===== src/rtl/pre_if_stage_if.sv =====
// SRAM-like instruction fetch bus: one request/addr_ok handshake, then a data_ok beat.
interface pre_if_stage_if;
  logic        req;
  logic        wr;
  logic [1:0]  size;
  logic [31:0] addr;
  logic [31:0] wdata;
  logic        addr_ok;
  logic        data_ok;
  logic [31:0] rdata;

  modport master (output req, wr, size, addr, wdata, input addr_ok, data_ok, rdata);
  modport slave  (input req, wr, size, addr, wdata, output addr_ok, data_ok, rdata);
endinterface


===== src/rtl/pre_if_stage.sv =====
// Pre-IF fetch engine: owns the next-fetch PC, runs one instruction fetch at a time
// and hands completed {adel, inst, pc} entries to IF through a 1-entry buffer.
//
// state  | meaning
// S_IDLE | no transaction outstanding; may issue a fetch or an address-error entry
// S_REQ  | request on the bus, address held until addr_ok
// S_WAIT | request accepted, waiting for data_ok
module pre_if_stage #(
  parameter logic [31:0] RESET_PC = 32'hbfc00000,
  parameter logic [31:0] EX_ENTRY = 32'hbfc00380
) (
  input  logic                  clk,
  input  logic                  reset,
  input  logic [33:0]           br_bus_i,
  input  logic                  ws_ex_i,
  input  logic                  eret_i,
  input  logic [31:0]           cp0_epc_i,
  input  logic                  fs_allowin_i,
  output logic                  ps_to_fs_valid_o,
  output logic [64:0]           ps_to_fs_bus_o,
  pre_if_stage_if.master        inst_sram
);

  typedef enum logic [1:0] {S_IDLE, S_REQ, S_WAIT} state_t;

  state_t      state_q;
  logic        req_q;
  logic [31:0] pc_q;
  logic [31:0] req_addr_q;
  logic        cancel_q;
  logic        buf_valid_q;
  logic [64:0] buf_q;

  logic        br_stall;
  logic        br_taken;
  logic [31:0] br_target;
  logic        redirect;
  logic [31:0] redirect_pc;
  logic        buf_free;
  logic        issue;

  assign {br_stall, br_taken, br_target} = br_bus_i;

  always_comb begin
    redirect    = ws_ex_i | eret_i | br_taken;
    redirect_pc = br_target;
    if (ws_ex_i)     redirect_pc = EX_ENTRY;
    else if (eret_i) redirect_pc = cp0_epc_i;
  end

  // The buffer can take a new entry if it is empty or IF drains it this cycle.
  assign buf_free = ~buf_valid_q | fs_allowin_i;
  assign issue    = (state_q == S_IDLE) & ~br_stall & ~redirect & buf_free;

  always_ff @(posedge clk) begin
    if (reset) begin
      state_q     <= S_IDLE;
      req_q       <= 1'b0;
      pc_q        <= RESET_PC;
      req_addr_q  <= RESET_PC;
      cancel_q    <= 1'b0;
      buf_valid_q <= 1'b0;
      buf_q       <= '0;
    end else begin
      if (fs_allowin_i || redirect) buf_valid_q <= 1'b0;
      case (state_q)
        S_IDLE: begin
          if (issue) begin
            if (|pc_q[1:0]) begin
              buf_valid_q <= 1'b1;
              buf_q       <= {1'b1, 32'h0, pc_q};
            end else begin
              req_addr_q <= pc_q;
              req_q      <= 1'b1;
              state_q    <= S_REQ;
            end
          end
        end
        S_REQ: begin
          if (redirect) cancel_q <= 1'b1;
          if (inst_sram.addr_ok) begin
            req_q   <= 1'b0;
            state_q <= S_WAIT;
          end
        end
        S_WAIT: begin
          if (inst_sram.data_ok) begin
            state_q  <= S_IDLE;
            cancel_q <= 1'b0;
            // A redirect arriving with the data kills the word just like a pending cancel.
            if (~cancel_q && ~redirect && buf_free) begin
              buf_valid_q <= 1'b1;
              buf_q       <= {1'b0, inst_sram.rdata, req_addr_q};
              pc_q        <= req_addr_q + 32'd4;
            end
          end else if (redirect) begin
            cancel_q <= 1'b1;
          end
        end
        default: state_q <= S_IDLE;
      endcase
      if (redirect) pc_q <= redirect_pc;
    end
  end

  assign inst_sram.req   = req_q;
  assign inst_sram.wr    = 1'b0;
  assign inst_sram.size  = 2'b10;
  assign inst_sram.addr  = req_addr_q;
  assign inst_sram.wdata = 32'h0;

  assign ps_to_fs_valid_o = buf_valid_q;
  assign ps_to_fs_bus_o   = buf_q;

endmodule


===== src/flat_wrapper.sv =====
// flat-port wrapper written by rule: the top's interface ports become plain ports
module pre_if_stage_flat 
#(
  parameter logic [31:0] RESET_PC = 32'hbfc00000,
  parameter logic [31:0] EX_ENTRY = 32'hbfc00380
)
  (clk, reset, br_bus_i, ws_ex_i, eret_i, cp0_epc_i, fs_allowin_i, ps_to_fs_valid_o, ps_to_fs_bus_o, inst_sram_req, inst_sram_wr, inst_sram_size, inst_sram_addr, inst_sram_wdata, inst_sram_addr_ok, inst_sram_data_ok, inst_sram_rdata);
  pre_if_stage_if inst_sram_i ();
  input  logic clk;
  input  logic reset;
  input  logic [33:0] br_bus_i;
  input  logic ws_ex_i;
  input  logic eret_i;
  input  logic [31:0] cp0_epc_i;
  input  logic fs_allowin_i;
  output logic ps_to_fs_valid_o;
  output logic [64:0] ps_to_fs_bus_o;
  output wire logic [$bits(inst_sram_i.req)-1:0] inst_sram_req;
  output wire logic [$bits(inst_sram_i.wr)-1:0] inst_sram_wr;
  output wire logic [$bits(inst_sram_i.size)-1:0] inst_sram_size;
  output wire logic [$bits(inst_sram_i.addr)-1:0] inst_sram_addr;
  output wire logic [$bits(inst_sram_i.wdata)-1:0] inst_sram_wdata;
  input wire logic [$bits(inst_sram_i.addr_ok)-1:0] inst_sram_addr_ok;
  input wire logic [$bits(inst_sram_i.data_ok)-1:0] inst_sram_data_ok;
  input wire logic [$bits(inst_sram_i.rdata)-1:0] inst_sram_rdata;
  assign inst_sram_req = inst_sram_i.req;
  assign inst_sram_wr = inst_sram_i.wr;
  assign inst_sram_size = inst_sram_i.size;
  assign inst_sram_addr = inst_sram_i.addr;
  assign inst_sram_wdata = inst_sram_i.wdata;
  assign inst_sram_i.addr_ok = inst_sram_addr_ok;
  assign inst_sram_i.data_ok = inst_sram_data_ok;
  assign inst_sram_i.rdata = inst_sram_rdata;
  pre_if_stage #(.RESET_PC(RESET_PC), .EX_ENTRY(EX_ENTRY)) u_core (.clk(clk), .reset(reset), .br_bus_i(br_bus_i), .ws_ex_i(ws_ex_i), .eret_i(eret_i), .cp0_epc_i(cp0_epc_i), .fs_allowin_i(fs_allowin_i), .ps_to_fs_valid_o(ps_to_fs_valid_o), .ps_to_fs_bus_o(ps_to_fs_bus_o), .inst_sram(inst_sram_i));
endmodule

===== config.mk =====
export PLATFORM = sky130hd
export DESIGN_NAME = pre_if_stage_flat
export DESIGN_NICKNAME = d
export VERILOG_FILES = /design/src/rtl/pre_if_stage_if.sv /design/src/rtl/pre_if_stage.sv /design/src/flat_wrapper.sv
export SDC_FILE = /design/constraint.sdc
export NUM_CORES = 1
export LEC_CHECK = 0
export ABC_AREA = 1
export BUFFER_PORTS_ARGS = -buffer_cell sky130_fd_sc_hd__buf_2
export CAP_MARGIN = 20
export CORE_ASPECT_RATIO = 0.5
export CORE_UTILIZATION = 52
export DETAILED_ROUTE_END_ITERATION = 8
export MAX_ROUTING_LAYER = met4
export PLACE_DENSITY_LB_ADDON = 0.05
export SLEW_MARGIN = 20
export SYNTH_ARGS = -nofsm -noshare
export SYNTH_HDL_FRONTEND = slang
export SYNTH_SLANG_ARGS = --single-unit

===== constraint.sdc =====
create_clock -name clk -period 2.34 [get_ports clk]
set_input_delay 0.117 -clock clk [delete_from_list [all_inputs] [get_ports clk]]
set_output_delay 0.117 -clock clk [all_outputs]
set_load 0.01 [all_outputs]

==> impl_metrics.yaml, run 1 <==
status:
  outcome: "finished clean"
drt:
  ant_nets: 0
  drt_pre_antenna_iters: 6
  num_vias: 7989
  avgViaCountPerCell: 5.36
  wl_um: 23200
  drt-initial-drc-count: 776
  drc: 0
  routedWlPerCell_um: 15.6
worst_setup_path:
  reg2reg_depth: 10
  path_cells: "inv_1 -> ha_2 -> inv_2 -> nor2_1 -> inv_2 -> o21ai_1 -> nor2_4 -> buf_4 -> nand4_1 -> a21oi_1"
  worst_ep_required_time_ns: 2.68
  worstReg2RegEnd: "u_core.ps_to_fs_bus_o[3]"
  critical_path_arrival_ns: 2.50
  ff2ff_setup_slack_ns: 0.18
  path_buf_inv: 4
  cp-end-kind: "flip-flop"
  crit_path_start_kind: "flip-flop"
  cp_top_family: "buffers and inverters"
  cp_slowest_cell: "buf_4"
  regToRegStartpoint: "u_core.state_q[0]"
  slowest_delay_ns: 0.57
  setup.worst_path.class: "reg2reg"
  path_max_fanout: 65
  crit_top_cell: "inv_2"
floorplanning:
  die_w_um: 171
  rows: 30
  core-area_sq_um: 13800
  die_y_um: 86.6
  top_level_ports: 239
  die_area_sq_um: 14800
  start_util: 0.541
timing:
  worst_pin_slew_ns: 0.688
  period_minus_slack_ns: 2.16
  hold_viol: 0
  final_max_slew_viol_count: 0
  setup_ws_ns: 0.180
  setup_viol_count_final: 0
  rsz0062_at_grt: "no"
  slew_headroom: 0.541
  fin_setup_tns_ns: 0
  fin_crit_sh: 0.923
  clock.fmax_ghz: 0.463
  skew_ns: 0.0105
cts:
  cts_buffers: 17
  cts.clk_slew.worst_paths_ns: 0.06
  worstSkewPairLatency_ns: 0.42
  post_cts.repair.setup_buffers: 0
  h-tree-depth: 4
  cts_tree: "built"
  cts-root-buf: "clkbuf_16"
  cts_max_path_buffers: 2
  hold_buffers: 0
  cts_sinks: 134
job:
  max_cap_violations: 0
logic_synthesis:
  yosysWarnings: 0
  synthArstFlopShare: 0
  synth_area_sq_um: 7450
  synth_cells: 1118
  yosysSeqAreaShare: 0.360
  synth-main-ff-cell: "dfxtp_1"
  ys_types: 37
  postSynthAreaPerCell_sq_um: 6.66
  synth-seq-cells: 134
  synth-edff-count: 0
place:
  finalWeightedCongestion: 0.942
  io_buffers: 203
  place_ws_ns: 0.264
  hpwl_um: 16200
final_layout:
  layout.nets: 1395
  seq_area_sq_um: 2680
  n_antenna_cell: 0
  syn_to_final_growth_pct: 21.1
  layout_common_cells: "343 x nand2_1, 202 x buf_2, 134 x a21oi_1, 134 x dfxtp_1, 88 x nor2_1"
  drive_above_1_share: 0.214
  final_common_cell: "nand2_1"
  fillers: 1310
  multi_input_area_sq_um: 3940
global_route:
  grt_usage: 0.329
  antenna_found_initial: 0
  overflow: 0
  grt_pass1_vias: 6972
  grt_first_pass_wirelength_um: 36600
  grt_max_degree: 66
power:
  power_density_nw_per_um2: 710
  p_leak_nw: 4.34
  peakVddDrop_v: 0.000513
min_path:
  hp-class: "in2reg"
  hold_start: "br_bus_i[22]"
  hold_end: "u_core.pc_q[22]"
  min_path_cells: 5
-- power breakdown --
part	switching [mW]	internal [mW]
clock network	1.06	1.77
logic	0.769	0.349
registers	0.0779	2.38
total	1.90	4.50
-- routing by layer --
metal / GRT usage / vias up / wire, um / part of all wire
met3: 0.0553 / 41 / 2070 / 0.089
li1: - / 3940 / - / -
met4: 0.0901 / 0 / 370 / 0.016
met5: - / - / 0 / 0
met1: 0.464 / 3637 / 10800 / 0.47
met2: 0.483 / 371 / 9940 / 0.43
-- final cells by class --
cell class | instances | area share
Sequential cell | 134 | 0.297
Clock buffer | 21 | 0.0522
Tap cell | 192 | 0.0266
Multi-Input combinational cell | 828 | 0.437
Clock inverter | 11 | 0.0164
Inverter | 80 | 0.0340
Timing Repair Buffer | 224 | 0.136
-- worst register-to-register path, stage by stage, from the launching register on --
cell,delay (ns)
dfxtp_1,0.35
inv_1,0.09
ha_2,0.23
inv_2,0.09
nor2_1,0.06
inv_2,0.06
o21ai_1,0.10
nor2_4,0.12
buf_4,0.57
nand4_1,0.20
a21oi_1,0.21
-- repair_timing --
item                                   4_1_cts  5_1_grt
gates resized for setup                      0        1
setup endpoints to repair                    0        1
endpoints found under the hold margin        0        0
-- worst max path at each step --
stage                       from                   endpoint  slack (ns)  depth (start not counted)
2_1_floorplan  u_core.state_q[0]  u_core.ps_to_fs_bus_o[10]        0.65                         12
3_3_place_gp   u_core.state_q[1]  u_core.ps_to_fs_bus_o[18]        0.36                          8
3_5_place_dp   u_core.state_q[0]             u_core.pc_q[4]        0.26                         10
4_1_cts        u_core.state_q[0]   u_core.ps_to_fs_bus_o[3]        0.22                          8
5_1_grt        u_core.state_q[0]  u_core.ps_to_fs_bus_o[10]        0.01                          8
6_report       u_core.state_q[0]   u_core.ps_to_fs_bus_o[3]        0.18                         10
-- Yosys cell counts (2+ instances only) --
library cell / n / area share
clkbuf_1: 25 / 0.013
nand3_1: 32 / 0.022
xor2_1: 5 / 0.0059
ha_1: 5 / 0.0084
nor3_1: 2 / 0.0013
inv_1: 74 / 0.037
nor2_1: 88 / 0.044
nand4_1: 67 / 0.056
nand3_2: 2 / 0.0027
a21oi_2: 4 / 0.0047
o21ai_0: 57 / 0.038
conb_1: 2 / 0.0010
inv_2: 4 / 0.0020
nand3b_1: 2 / 0.0020
a21oi_1: 134 / 0.090
nand2_1: 344 / 0.17
o211ai_1: 9 / 0.0091
dfxtp_1: 134 / 0.36
o21bai_1: 14 / 0.014
buf_4: 46 / 0.046
buf_6: 4 / 0.0060
buf_2: 33 / 0.022
o22ai_1: 2 / 0.0017
mux2i_1: 16 / 0.022
-- logic make-up (layout without fill, tap and decap cells) --
| logic type | count (synthesis) | after routing | synth area share |
|---|---|---|---|
| AOI/OAI and AO/OA | 224 | 224 | 0.165 |
| xor gates and xnor gates | 5 | 5 | 0.00588 |
| adders and majority gates | 5 | 5 | 0.00840 |
| buffers and inverters | 189 | 336 | 0.129 |
| DFF | 134 | 134 | 0.360 |
| muxes | 16 | 16 | 0.0215 |
| other | 2 | 35 | 0.00101 |
| and+or+nand+nor | 543 | 543 | 0.309 |
-- flip-flops by register name (all words and copies together), names as in the netlist --
register                 flops
u_core.pc_q                 32
u_core.ps_to_fs_bus_o       65
u_core.state_q               2
u_core.inst_sram.addr       32
u_core.inst_sram.req         1
u_core.ps_to_fs_valid_o      1
u_core.cancel_q              1
-- metrics by stage --
step	std cells	total power [mW]	hold WS [ns]	util	area, sq um
floorplan	1151	3.29	0.324	-	7570
global placement	1458	3.59	0.446	0.610	8400
detailed placement	1458	3.60	0.450	0.610	8400
CTS	1490	6.40	0.0336	0.654	9020
global route	1490	6.65	0.0561	0.655	9020
finish	1490	6.40	0.0340	0.655	9020
Power figures use the tool's default switching activity.
==> run 2, diff against run 1 <==
--- a/config.mk
+++ b/config.mk
@@ -12,7 +12,7 @@
 export CORE_UTILIZATION = 52
 export DETAILED_ROUTE_END_ITERATION = 8
 export MAX_ROUTING_LAYER = met4
-export PLACE_DENSITY_LB_ADDON = 0.05
+export PLACE_DENSITY = 0.89
 export SLEW_MARGIN = 20
 export SYNTH_ARGS = -nofsm -noshare
 export SYNTH_HDL_FRONTEND = slang
==> impl_metrics.yaml, run 2 (synthesized netlist as in run 1, its figures left out) <==
cts:
  cts_tree: "built"
  cts_buffers: 17
  h-tree-depth: 4
  cts_max_path_buffers: 2
  worstSkewPairLatency_ns: 0.41
  cts_sinks: 134
  cts-root-buf: "clkbuf_16"
  hold_buffers: 0
  cts.clk_slew.worst_paths_ns: 0.06
floorplanning:
  die_area_sq_um: 14800
  die_w_um: 171
  start_util: 0.541
  rows: 30
  die_y_um: 86.6
  top_level_ports: 239
  core-area_sq_um: 13800
timing:
  clock.fmax_ghz: 0.471
  skew_ns: 0.00911
  fin_setup_tns_ns: 0
  worst_pin_slew_ns: 0.653
  final_max_slew_viol_count: 0
  rsz0062_at_grt: "no"
  period_minus_slack_ns: 2.12
  fin_crit_sh: 0.908
  setup_viol_count_final: 0
  hold_viol: 0
  slew_headroom: 0.565
drt:
  wl_um: 23300
  num_vias: 8218
  drt-initial-drc-count: 860
  ant_nets: 0
  drc: 0
  routedWlPerCell_um: 15.6
  drt_pre_antenna_iters: 6
  avgViaCountPerCell: 5.50
final_layout:
  n_antenna_cell: 0
  largest_register_ffs: 65
  final_common_cell: "nand2_1"
  multi_input_area_sq_um: 3950
  final_cell_area_sq_um: 9000
  layout.nets: 1400
  syn_to_final_growth_pct: 20.9
  seq_area_sq_um: 2680
  fillers: 1254
  final_cells: 1493
  drive_above_1_share: 0.218
  layout_common_cells: "343 x nand2_1, 202 x buf_2, 134 x a21oi_1, 134 x dfxtp_1, 87 x nor2_1"
power:
  p_total_mw: 6.36
  peakVddDrop_v: 0.000650
  power_density_nw_per_um2: 707
  p_leak_nw: 4.34
worst_setup_path:
  crit_top_cell: "buf_4"
  critical_path_arrival_ns: 2.46
  path_buf_inv: 3
  path_max_fanout: 47
  cp-end-kind: "flip-flop"
  regToRegStartpoint: "u_core.state_q[0]"
  slowest_delay_ns: 0.47
  cp_top_family: "buffers and inverters"
  setup.worst_path.class: "reg2reg"
  worst_ep_required_time_ns: 2.68
  startpoint: "u_core.state_q[0]"
  path_cells: "inv_1 -> ha_2 -> buf_4 -> o21ai_1 -> nor2_4 -> buf_4 -> nand4_1 -> a21oi_1"
  cp_slowest_cell: "buf_4"
  crit_path_start_kind: "flip-flop"
global_route:
  grt_max_degree: 50
  antenna_found_initial: 0
  grt_pass1_vias: 7219
  grt_usage: 0.321
  grt_first_pass_wirelength_um: 36300
  overflow: 0
place:
  finalWeightedCongestion: 0.935
  hpwl_um: 16400
  place_area_sq_um: 8390
  io_buffers: 203
  dp_cells: 1463
min_path:
  hold_start: "br_bus_i[10]"
  hp-class: "in2reg"
job:
  max_cap_violations: 0
status:
  outcome: "finished clean"
-- run 2: cell count changes in the layout (fill, tap and decap cells not counted), moves of 2 or more --
cell,before,now
buf_12,4,0
inv_6,2,4
buf_4,17,27
clkinv_2,4,2
clkinv_4,3,1
-- run 2: area by class of cell --
type,count,area share
inverter,80,0.0341
clock buffer,20,0.0519
tap,192,0.0267
multi-input combinational,828,0.438
sequential,134,0.298
timing repair buffer,229,0.135
clock inverter,10,0.0161
-- run 2: worst paths after layout --
| check | end | slack (ns) | cells after the start |
|---|---|---|---|
| min | u_core.pc_q[10] | 0.07 | 5 |
| max | u_core.ps_to_fs_bus_o[5] | 0.22 | 8 |
| max reg2reg | u_core.ps_to_fs_bus_o[5] | 0.22 | 8 |
| min reg2reg | u_core.ps_to_fs_bus_o[23] | 0.46 | 2 |
-- run 2: repair_timing --
item,in CTS,in global routing
endpoints found under the setup margin,0,1
resized for setup,0,1
endpoints found under the hold margin,0,0
setup buffers,0,0
-- run 2: worst min-delay path: stages --
cell      delay [ns]
buf_2           0.08
o211ai_1        0.07
nand3_1         0.08
nand2_1         0.05
inv_1           0.04
-- run 2: power by group --
group          internal (mW)  total [mW]  switching [mW]
Combinational          0.337        1.11           0.773
Sequential              2.38        2.47          0.0830
Clock                   1.76        2.79            1.02
Total                   4.48        6.36            1.88
-- run 2: per-stage QoR --
stage          worst slack (ns)   util  hold WS, ns
5_1_grt                  0.0394  0.653       0.0807
3_5_place_dp              0.256  0.609        0.453
3_3_place_gp              0.315  0.609        0.445
4_1_cts                   0.250  0.653       0.0594
2_1_floorplan             0.649      -        0.324
6_report                  0.215  0.653       0.0676
-- run 2: per-layer routing --
metal / routed length [um] / global-route usage
met4: 417 / 0.0998
met5: 0 / -
met3: 1960 / 0.0365
met2: 10400 / 0.508
met1: 10500 / 0.432
==> run 3, diff against run 2 <==
--- a/config.mk
+++ b/config.mk
@@ -9,10 +9,11 @@
 export BUFFER_PORTS_ARGS = -buffer_cell sky130_fd_sc_hd__buf_2
 export CAP_MARGIN = 20
 export CORE_ASPECT_RATIO = 0.5
-export CORE_UTILIZATION = 52
+export CORE_UTILIZATION = 53
+export CTS_BUF_LIST = sky130_fd_sc_hd__clkbuf_4
 export DETAILED_ROUTE_END_ITERATION = 8
 export MAX_ROUTING_LAYER = met4
-export PLACE_DENSITY = 0.89
+export PLACE_DENSITY = 0.91
 export SLEW_MARGIN = 20
 export SYNTH_ARGS = -nofsm -noshare
 export SYNTH_HDL_FRONTEND = slang
==> impl_metrics.yaml, run 3 (synthesized netlist as in run 1, its figures left out) <==
final_layout:
  layout_common_cells: "343 x nand2_1, 202 x buf_2, 134 x a21oi_1, 134 x dfxtp_1, 88 x nor2_1"
  final_common_cell: "nand2_1"
  syn_to_final_growth_pct: 25.8
  fillers: 1154
  largest_register_ffs: 65
  drive_above_1_share: 0.203
  layout.nets: 1463
cts:
  cts-root-buf: "clkbuf_4"
  cts_sinks: 134
  worstSkewPairLatency_ns: 0.54
  h-tree-depth: 4
  cts.clk_slew.worst_paths_ns: 0.12
  cts_tree: "built"
  cts_max_path_buffers: 2
  cts_buffers: 17
floorplanning:
  die_area_sq_um: 14600
  start_util: 0.546
  rows: 30
  top_level_ports: 239
  die_y_um: 85.8
  core-area_sq_um: 13600
  die_w_um: 170
worst_setup_path:
  cp-end-kind: "flip-flop"
  critical_path_arrival_ns: 2.62
  path_max_fanout: 34
  worst_ep_required_time_ns: 2.79
  setup.worst_path.class: "reg2reg"
  crit_path_start_kind: "flip-flop"
power:
  power_density_nw_per_um2: 577
  peakVddDrop_v: 0.000266
  p_leak_nw: 4.48
timing:
  worst_pin_slew_ns: 0.653
  setup_ws_ns: 0.174
  fin_crit_sh: 0.926
  setup_viol_count_final: 0
  hold_viol: 0
  fin_setup_tns_ns: 0
  period_minus_slack_ns: 2.17
  worst_hold_slack_ns: 0.00717
  slew_headroom: 0.565
  rsz0062_at_grt: "no"
  clock.fmax_ghz: 0.462
  skew_ns: 0.0249
  final_max_slew_viol_count: 0
global_route:
  grt_usage: 0.344
  grt_first_pass_wirelength_um: 38400
  overflow: 0
  grt_pass1_vias: 7768
  grt_max_degree: 50
  antenna_found_initial: 1
drt:
  wl_um: 24400
  ant_nets: 0
  drt_pre_antenna_iters: 5
  drt-initial-drc-count: 784
  drc: 0
  num_vias: 8524
  avgViaCountPerCell: 5.47
  routedWlPerCell_um: 15.6
place:
  finalWeightedCongestion: 0.943
  hpwl_um: 16200
  io_buffers: 203
  place_ws_ns: 0.0993
min_path:
  hp-class: "in2reg"
job:
  max_cap_violations: 0
status:
  outcome: "finished clean"
==> run 3: cell count changes in the layout (fill, tap and decap cells not counted), moves of 3 or more <==
cell / previous run / this run
buf_4: 27 / 20
dlygate4sd3_1: 0 / 67
clkbuf_8: 3 / 0
clkbuf_16: 17 / 0
clkbuf_4: 0 / 17
==> run 3: through the flow <==
| stage | instance area, sq um | power (mW) | std cells | utilization |
|---|---|---|---|---|
| floorplan | 7570 | 3.29 | 1151 | - |
| global placement | 8380 | 3.54 | 1459 | 0.615 |
| detailed placement | 8380 | 3.57 | 1459 | 0.615 |
| CTS | 9360 | 5.37 | 1557 | 0.687 |
| global route | 9370 | 5.62 | 1558 | 0.688 |
| finish | 9370 | 5.41 | 1558 | 0.688 |
==> run 3: final cells by class <==
type	instances	area (sq um)	share of cell area
sequential	134	2680	0.286
clock inverter	14	184	0.0196
tap	192	240	0.0256
clock buffer	17	128	0.0136
antenna	1	2.50	0.000267
multi-input combinational	828	3940	0.421
timing repair buffer	292	1880	0.201
inverter	80	307	0.0327
==> run 3: path summary, 6_finish.rpt <==
kind / startpoint / endpoint / slack [ns] / depth (start not counted)
setup / recovery: u_core.state_q[0] / u_core.ps_to_fs_bus_o[24] / 0.17 / 8
hold / removal: cp0_epc_i[16] / u_core.pc_q[16] / 0.007 / 5
setup reg to reg: u_core.state_q[0] / u_core.ps_to_fs_bus_o[24] / 0.17 / 8
hold reg to reg: u_core.ps_to_fs_bus_o[20] / u_core.ps_to_fs_bus_o[20] / 0.47 / 2
==> run 3: what timing repair did <==
| item | in CTS | in global routing |
|---|---|---|
| endpoints found under the hold margin | 64 | 0 |
| resized for setup | 0 | 1 |
| setup buffers | 0 | 0 |
| endpoints found under the setup margin | 0 | 48 |
| hold buffers | 67 | 0 |
==> run 3: metal layers <==
layer | vias up | part of all wire | routed length [um] | track usage
met5 | - | 0 | 0 | -
met1 | 3939 | 0.42 | 10300 | 0.433
li1 | 4061 | - | - | -
met4 | 0 | 0.022 | 540 | 0.133
met2 | 472 | 0.46 | 11300 | 0.557
met3 | 52 | 0.091 | 2220 | 0.0545
==> run 3: power breakdown <==
part / leakage (nW) / switching (mW) / total, mW / internal [mW]
Combinational: 3.23 / 0.784 / 1.20 / 0.414
Sequential: 1.09 / 0.0810 / 2.46 / 2.38
Clock: 0.163 / 0.910 / 1.74 / 0.835
==> run 3: worst max-delay path: stages, from the launching register on <==
cell	delay [ns]
dfxtp_1	0.33
inv_1	0.12
ha_2	0.24
buf_4	0.32
nand2_2	0.27
nand3_2	0.17
buf_4	0.36
nand2_1	0.10
a21oi_1	0.18
